[src/rtl/spi_master_arb.sv]
// rtl/spi_master_arb.sv - round-robin arbitrated SPI master, one LSB-first frame per grant
package spi_pkg;
  localparam int DWIDTH = 8;
  localparam int AWIDTH = 8;
endpackage

module spi_master_arb
  import spi_pkg::*;
#(
  parameter  int NREQ    = 2,
  parameter  int CLK_DIV = 2,
  parameter  int FW      = DWIDTH + AWIDTH + 3,
  localparam int IDW     = (NREQ > 1) ? $clog2(NREQ) : 1
) (
  input  logic                     clk,
  input  logic                     rst,
  input  logic [1:0]               mode,
  input  logic [NREQ-1:0]          req_valid,
  input  logic [NREQ-1:0][FW-1:0]  req_frame,
  output logic [NREQ-1:0]          req_ready,
  output logic                     rsp_valid,
  output logic [IDW-1:0]           rsp_id,
  output logic [FW-1:0]            rsp_data,
  output logic                     busy,
  output logic                     sck,
  output logic                     mosi,
  output logic                     ss_n,
  input  logic                     miso
);

  localparam int CW = (CLK_DIV > 1) ? $clog2(CLK_DIV) : 1;
  localparam int EW = $clog2(2 * FW + 1);
  localparam logic [CW-1:0] DIV_LAST  = CW'(CLK_DIV - 1);
  localparam logic [EW-1:0] EDGE_LAST = EW'(2 * FW - 1);

  typedef enum logic [2:0] {IDLE, SETUP, XFER, HOLD, GAP} state_t;

  state_t          state, state_next;
  logic [CW-1:0]   div_cnt;
  logic [EW-1:0]   edge_cnt;
  logic [1:0]      mode_q;
  logic [IDW-1:0]  last_grant, cur_id, grant_id, cand;
  logic            grant_any, tick, sample;
  logic [FW-1:0]   tx, rx;

  assign tick   = (div_cnt == '0);
  // edge_cnt is even before a leading edge; CPHA flips which edge samples
  assign sample = ~edge_cnt[0] ^ mode_q[0];

  always_comb begin
    grant_any = 1'b0;
    grant_id  = '0;
    cand      = '0;
    for (int i = 1; i <= NREQ; i++) begin
      cand = IDW'((int'(last_grant) + i) % NREQ);
      if (!grant_any && req_valid[cand]) begin
        grant_any = 1'b1;
        grant_id  = cand;
      end
    end
  end

  always_comb begin
    req_ready = '0;
    if (state == IDLE && grant_any && !rst) req_ready[grant_id] = 1'b1;
  end

  always_ff @(posedge clk) begin
    if (rst) state <= IDLE;
    else     state <= state_next;
  end

  always_comb begin
    state_next = state;
    busy       = (state != IDLE);
    ss_n       = 1'b1;
    case (state)
      IDLE:  if (grant_any) state_next = SETUP;
      SETUP: begin
        ss_n = 1'b0;
        if (tick) state_next = XFER;
      end
      XFER: begin
        ss_n = 1'b0;
        if (tick && edge_cnt == EDGE_LAST) state_next = HOLD;
      end
      HOLD: begin
        ss_n = 1'b0;
        if (tick) state_next = GAP;
      end
      GAP:   if (tick) state_next = IDLE;
      default: state_next = IDLE;
    endcase
  end

  always_ff @(posedge clk) begin
    if (rst) begin
      div_cnt    <= DIV_LAST;
      edge_cnt   <= '0;
      mode_q     <= '0;
      last_grant <= IDW'(NREQ - 1);
      cur_id     <= '0;
      tx         <= '0;
      rx         <= '0;
      sck        <= 1'b0;
      mosi       <= 1'b0;
      rsp_valid  <= 1'b0;
      rsp_id     <= '0;
      rsp_data   <= '0;
    end else begin
      rsp_valid <= 1'b0;
      if (state_next != state || tick) div_cnt <= DIV_LAST;
      else                             div_cnt <= div_cnt - 1'b1;
      case (state)
        IDLE: begin
          // live mode is used at the grant edge so it matches mode_q for the frame
          mode_q <= mode;
          sck    <= mode[1];
          if (grant_any) begin
            last_grant <= grant_id;
            cur_id     <= grant_id;
            edge_cnt   <= '0;
            if (!mode[0]) begin
              mosi <= req_frame[grant_id][0];
              tx   <= req_frame[grant_id] >> 1;
            end else begin
              tx   <= req_frame[grant_id];
            end
          end
        end
        XFER: if (tick) begin
          sck      <= ~sck;
          edge_cnt <= edge_cnt + 1'b1;
          if (sample) begin
            rx <= {miso, rx[FW-1:1]};
          end else if (edge_cnt != EDGE_LAST) begin
            mosi <= tx[0];
            tx   <= tx >> 1;
          end
        end
        HOLD: begin
          sck <= mode_q[1];
          if (tick) begin
            rsp_valid <= 1'b1;
            rsp_id    <= cur_id;
            rsp_data  <= rx;
          end
        end
        default: sck <= mode_q[1];
      endcase
    end
  end

endmodule

[config.mk]
export PLATFORM = sky130hd
export DESIGN_NAME = spi_master_arb
export DESIGN_NICKNAME = d
export VERILOG_FILES = /design/src/rtl/spi_master_arb.sv
export SDC_FILE = /design/constraint.sdc
export NUM_CORES = 1
export LEC_CHECK = 0
export CORE_MARGIN = 10
export CORE_UTILIZATION = 35
export DETAILED_ROUTE_END_ITERATION = 8
export PLACE_DENSITY = 0.6
export SLEW_MARGIN = 15
export SYNTH_ARGS = -nofsm -noshare
export SYNTH_HDL_FRONTEND = slang
export SYNTH_SLANG_ARGS = --single-unit
[constraint.sdc]
create_clock -name clk -period 4.4 [get_ports clk]
set_clock_uncertainty 0.05 [all_clocks]
set_input_delay 1.32 -clock clk [delete_from_list [all_inputs] [get_ports clk]]
set_output_delay 1.32 -clock clk [all_outputs]
set_load 0.005 [all_outputs]
==> impl_metrics.json, run 1 <==
{
  "yosysSeqAreaShare": 0.4381,
  "ctsResizeCount": 0,
  "seqPwrFrac": 0.498,
  "postSynthCellCount": 418,
  "pre_cts_slack_ps": 241.4,
  "rows": 36,
  "clock-sinks": 75,
  "synth.distinct_cells": 45,
  "wl_per_cell_um": 13.45,
  "slew_viol_final": 0,
  "cap_violations": 0,
  "ctsHoldBuffers": 0,
  "antenna_left": 0,
  "vias": 2964,
  "synth-async-reset-ratio": 0,
  "clock_power_share": 0.308,
  "slew_headroom": 0.4299,
  "synth_area_per_cell_um2": 8.199,
  "cts.clk_slew.worst_paths_ps": 70,
  "track_usage": 0.1132,
  "power_per_cell_area_nw_per_um2": 350.6,
  "cts_tree": "yes",
  "outcome": "finished clean",
  "drt_iter0_markers": 135,
  "cts_buffers": 9,
  "clock.fmax_mhz": 241.7,
  "areaGrowthSynthToFinish_pct": 26.10,
  "final_nets": 519,
  "fin_tns_setup_ps": 0,
  "cp.arrival_ps": 2770,
  "peakVddDrop_v": 0.0001284,
  "postCtsSetupBuffers": 0,
  "switching_share": 0.2980,
  "setup_violations": 0,
  "drcViolationCount": 0,
  "combPwrFrac": 0.194,
  "crit_fanout": 4,
  "hold_violations": 0,
  "fp.coreArea_um2": 9639,
  "grt_pass1_vias": 2877,
  "fin_ws_ps": 262.1,
  "dp_hpwl_mm": 5.594,
  "synth_area_um2": 3427,
  "die_w_um": 119.0,
  "end_kind": "output port",
  "ys_top_cells_by_area": "dfxtp_1 44%, nand2_1 11%, a21oi_1 7.0%",
  "layout-drive-gt1-share": 0.07338,
  "fin_crit_sh": 0.9404,
  "synth_top_area_frac": 0.4381,
  "antenna_found_initial": 0,
  "n_antenna_cell": 0,
  "crit_path_start_kind": "input pin",
  "power.switching_uw": 451.5,
  "clk_latency_ps": 340,
  "viasPerCell": 4.859,
  "drtPass1Iterations": 4,
  "period_needed_ps": 4138,
  "htreeDepth": 3,
  "grt_overflow": 0,
  "leakage_uw": 0.001480,
  "wl_mm": 8.203,
  "grt_max_degree": 77,
  "routabilityCongestion": 0.7754,
  "yosysWarnings": 0,
  "grt_pass1_wl_mm": 13.74,
  "ys.flop_type": "dfxtp_1",
  "start_util": 0.3555,
  "io_buffers": 71,
  "ys_ff_latch": 75,
  "hold_path.class": "flip-flop to flip-flop",
  "fill_cells": 1011,
  "root_buffer": "clkbuf_8",
  "synth_top_area_cell": "dfxtp_1",
  "worst_pin_slew_ps": 852.6,
  "die_area_um2": 14150,
  "die_height_um": 119.0,
  "holdWs_ps": 404.6,
  "pin_count": 72,
  "rsz0062_at_grt": "no",
  "final_common_cell": "nand2_1",
  "clk_path_buf_depth": 2,
  "internal_power_uw": 1064,
  "finalCoreUtilization": 0.4483,
  "synth_edf_count": 0,
  "finalNonFillerCells": 610,
  "required_ps": 3030,
  "dp_cells": 594,
  "crit_type": "input pin to output port",
  "syn_nets": 465,
  "most-common-layout-cells": "99 x nand2_1, 75 x dfxtp_1, 70 x clkdlybuf4s50_1"
}
[final timing paths]
path / from / endpoint / slack [ps] / cells after the start
worst max-delay path: req_valid[1] / req_ready[1] / 260 / 5
worst min-delay path: rsp_id / rsp_id / 400 / 2
worst max register to register: state[1] / tx[18] / 1690 / 5
worst min register to register: rsp_id / rsp_id / 400 / 2
[registers in the layout, summed over array words and instances (netlist names)]
signal and count:
edge_cnt 6, sck 1, div_cnt 1, last_grant 1
rsp_id 1, tx 19, rsp_data 19, mode_q 2
state 3, cur_id 1, rsp_valid 1, rx 19
mosi 1
[logic make-up (layout without fill, tap and decap cells)]
logic type | Yosys count | after routing | synth area share
buffers and inverters | 33 | 92 | 0.05221
AND/OR/NAND/NOR | 204 | 204 | 0.2596
multiplexers | 20 | 20 | 0.05841
adder cells (fa/ha/maj) | 2 | 2 | 0.007301
XOR/XNOR | 7 | 7 | 0.01789
flip-flops | 75 | 75 | 0.4381
AO/OA/AOI/OAI | 77 | 77 | 0.1665
[area by class of cell]
class	count	area, um^2	share of cell area
inverters	2	7.507	0.001737
clock inverters	6	40.04	0.009265
flip-flops and latches	75	1501	0.3474
multi-input cells	310	1750	0.4050
well taps	133	166.4	0.03851
repair buffers	74	728.2	0.1685
clock buffers	10	127.6	0.02953
[cell usage after synthesis, types with 2 or more instances]
library cell	count
nor3_1	26
nor3b_1	2
xnor2_1	2
nor2_1	57
mux2i_1	20
a2111oi_4	2
nand2_1	99
buf_4	4
buf_6	4
and2_1	2
clkbuf_1	14
o221ai_1	9
xor2_1	5
a2111oi_2	7
buf_2	8
nand4_1	2
and3_1	3
nand2b_1	2
a21oi_1	48
o21ai_0	2
ha_1	2
dfxtp_1	75
[stage by stage]
step | area (um^2) | total power, uW
2_1_floorplan | 3427 | 982.1
3_3_place_gp | 4154 | 1060
3_5_place_dp | 4154 | 1066
4_1_cts | 4322 | 1537
5_1_grt | 4322 | 1597
6_report | 4322 | 1515
[routing by layer]
| metal | share of wire | vias to the layer above | GRT usage | routed length (um) |
|---|---|---|---|---|
| li1 | - | 1532 | - | - |
| met1 | 0.47 | 1359 | 0.1388 | 3891 |
| met5 | 0 | - | 0 | 0 |
| met4 | 0.016 | 0 | 0.05267 | 131 |
| met3 | 0.045 | 11 | 0.02362 | 372 |
| met2 | 0.46 | 62 | 0.1864 | 3807 |
[critical path, cell delays in order]
cell             delay (ps)
clkdlybuf4s50_1         510
a21boi_2                220
nand2_1                  70
nor2_1                  130
clkdlybuf4s50_1         520
[power by group through the flow]
stage               combinational [uW]  clock [uW]  sequential [uW]
floorplan                          227           0              755
global placement                   291           0              769
detailed placement                 296           0              770
finish                             294         466              755
global route                       327         509              761
CTS                                297         485              755
Note: power is estimated with default switching activity, not from simulation.
==> run 2: changes to the inputs <==
Settings changed: CORE_MARGIN 10 to 2, SKIP_LAST_GASP from default to 1.
==> run 2 against run 1 <==
Via count is 0.24% higher. Combinational power about the same. Sequential share of layout area is 0.36 points lower. Highest routed layer unchanged. Sequential power is essentially flat. Routed wire length is 6.8% lower. Critical path type unchanged. Largest power group unchanged.
==> impl_metrics.json, run 2 (synthesis gave the netlist of run 1 again) <==
{
  "outcome": "finished clean",
  "leakage_uw": 0.001495,
  "antenna_left": 0,
  "viasPerCell": 4.878,
  "fin_crit_sh": 0.9429,
  "grt_max_degree": 71,
  "die_w_um": 103.0,
  "crit_fanout": 4,
  "dp_cells": 594,
  "ctsHoldBuffers": 0,
  "end_kind": "output port",
  "hp-start": "rsp_data[11]",
  "crit_type": "input pin to output port",
  "whs_path_depth": 2,
  "finalNonFillerCells": 609,
  "postCtsSetupBuffers": 0,
  "cts_tree": "yes",
  "start_util": 0.3555,
  "rrSetupSlack_ps": 1720,
  "io_buffers": 71,
  "hold_path.class": "flip-flop to flip-flop",
  "drtPass1Iterations": 5,
  "layout-drive-gt1-share": 0.07353,
  "pin_count": 72,
  "clock.fmax_mhz": 241.0,
  "power_per_cell_area_nw_per_um2": 371.9,
  "htreeDepth": 3,
  "cts_buffers": 9,
  "rows": 36,
  "grt_pass1_wl_mm": 12.98,
  "grt_overflow": 0,
  "die_height_um": 103.0,
  "period_needed_ps": 4149,
  "reg_top3": "rsp_data: 19 flops, rx: 19 flops, tx: 19 flops",
  "n_antenna_cell": 0,
  "reg2reg_depth": 5,
  "areaGrowthSynthToFinish_pct": 27.42,
  "dp_hpwl_mm": 5.065,
  "clk_latency_ps": 340,
  "clk_path_buf_depth": 2,
  "cts.clk_slew.worst_paths_ps": 70,
  "fin_tns_setup_ps": 0,
  "required_ps": 3030,
  "wl_mm": 7.644,
  "root_buffer": "clkbuf_8",
  "slew_viol_final": 0,
  "r2r_start": "state[1]",
  "track_usage": 0.1507,
  "cap_violations": 0,
  "hold_violations": 0,
  "setup_violations": 0,
  "drt_iter0_markers": 109,
  "clock-sinks": 75,
  "peakVddDrop_v": 0.0001780,
  "antenna_found_initial": 0,
  "most-common-layout-cells": "99 x nand2_1, 75 x dfxtp_1, 70 x clkdlybuf4s50_1",
  "rsz0062_at_grt": "no",
  "slew_headroom": 0.4162,
  "worst_pin_slew_ps": 873.0,
  "fp.coreArea_um2": 9639,
  "final_common_cell": "nand2_1",
  "grt_pass1_vias": 2806,
  "final_nets": 519,
  "wl_per_cell_um": 12.55,
  "crit_path_start_kind": "input pin",
  "drcViolationCount": 0,
  "cp.arrival_ps": 2780,
  "ctsResizeCount": 0,
  "die_area_um2": 10600,
  "routabilityCongestion": 0.7270,
  "vias": 2971,
  "r2r_end": "tx[18]",
  "min_to": "rsp_data[11]"
}
run 2: layout make-up:
type	count	area, um^2
clock buffer	9	123.9
multi-input combinational	310	1750
tap	133	166.4
inverter	2	7.507
fill	1009	5273
clock inverter	6	88.84
timing repair buffer	74	728.2
sequential	75	1501
run 2: where the power goes:
part	leakage [uW]	internal (uW)	switching, uW
Combinational	0.000783	139	154
Clock	0.000102	317	259
Sequential	0.000610	720	34.4
run 2: worst max path at each step:
| stage | from | end | slack (ps) | depth (start not counted) |
|---|---|---|---|---|
| floorplan | req_valid[1] | req_ready[1] | 1000 | 4 |
| global placement | req_valid[1] | req_ready[1] | 280 | 5 |
| detailed placement | req_valid[1] | req_ready[1] | 250 | 5 |
| CTS | req_valid[1] | req_ready[1] | 250 | 5 |
| global route | req_valid[1] | req_ready[1] | 130 | 5 |
| finish | req_valid[1] | req_ready[1] | 250 | 5 |
run 2: metal layers:
layer	GRT usage	part of all wire	vias to the layer above
met3	0.02441	0.040	11
met4	0.05466	0.013	0
li1	-	-	1524
met5	0	0	-
met2	0.2428	0.46	64
met1	0.2042	0.48	1372
run 2: critical path, stage by stage:
cell	delay, ps
clkdlybuf4s50_1	520
a21boi_2	220
nand2_1	70
nor2_1	130
clkdlybuf4s50_1	520
run 2: per-stage QoR:
step	util	worst slack (ps)	hold slack, ps	total power, uW	area, um^2
6_report	0.4530	251.3	403.7	1624	4367
5_1_grt	0.4530	131.1	428.0	1705	4367
4_1_cts	0.4530	252.5	406.9	1642	4367
3_5_place_dp	0.4309	254.4	396.4	1065	4154
3_3_place_gp	0.4309	276.3	389.8	1060	4154
2_1_floorplan	-	998.6	376.4	982.1	3427
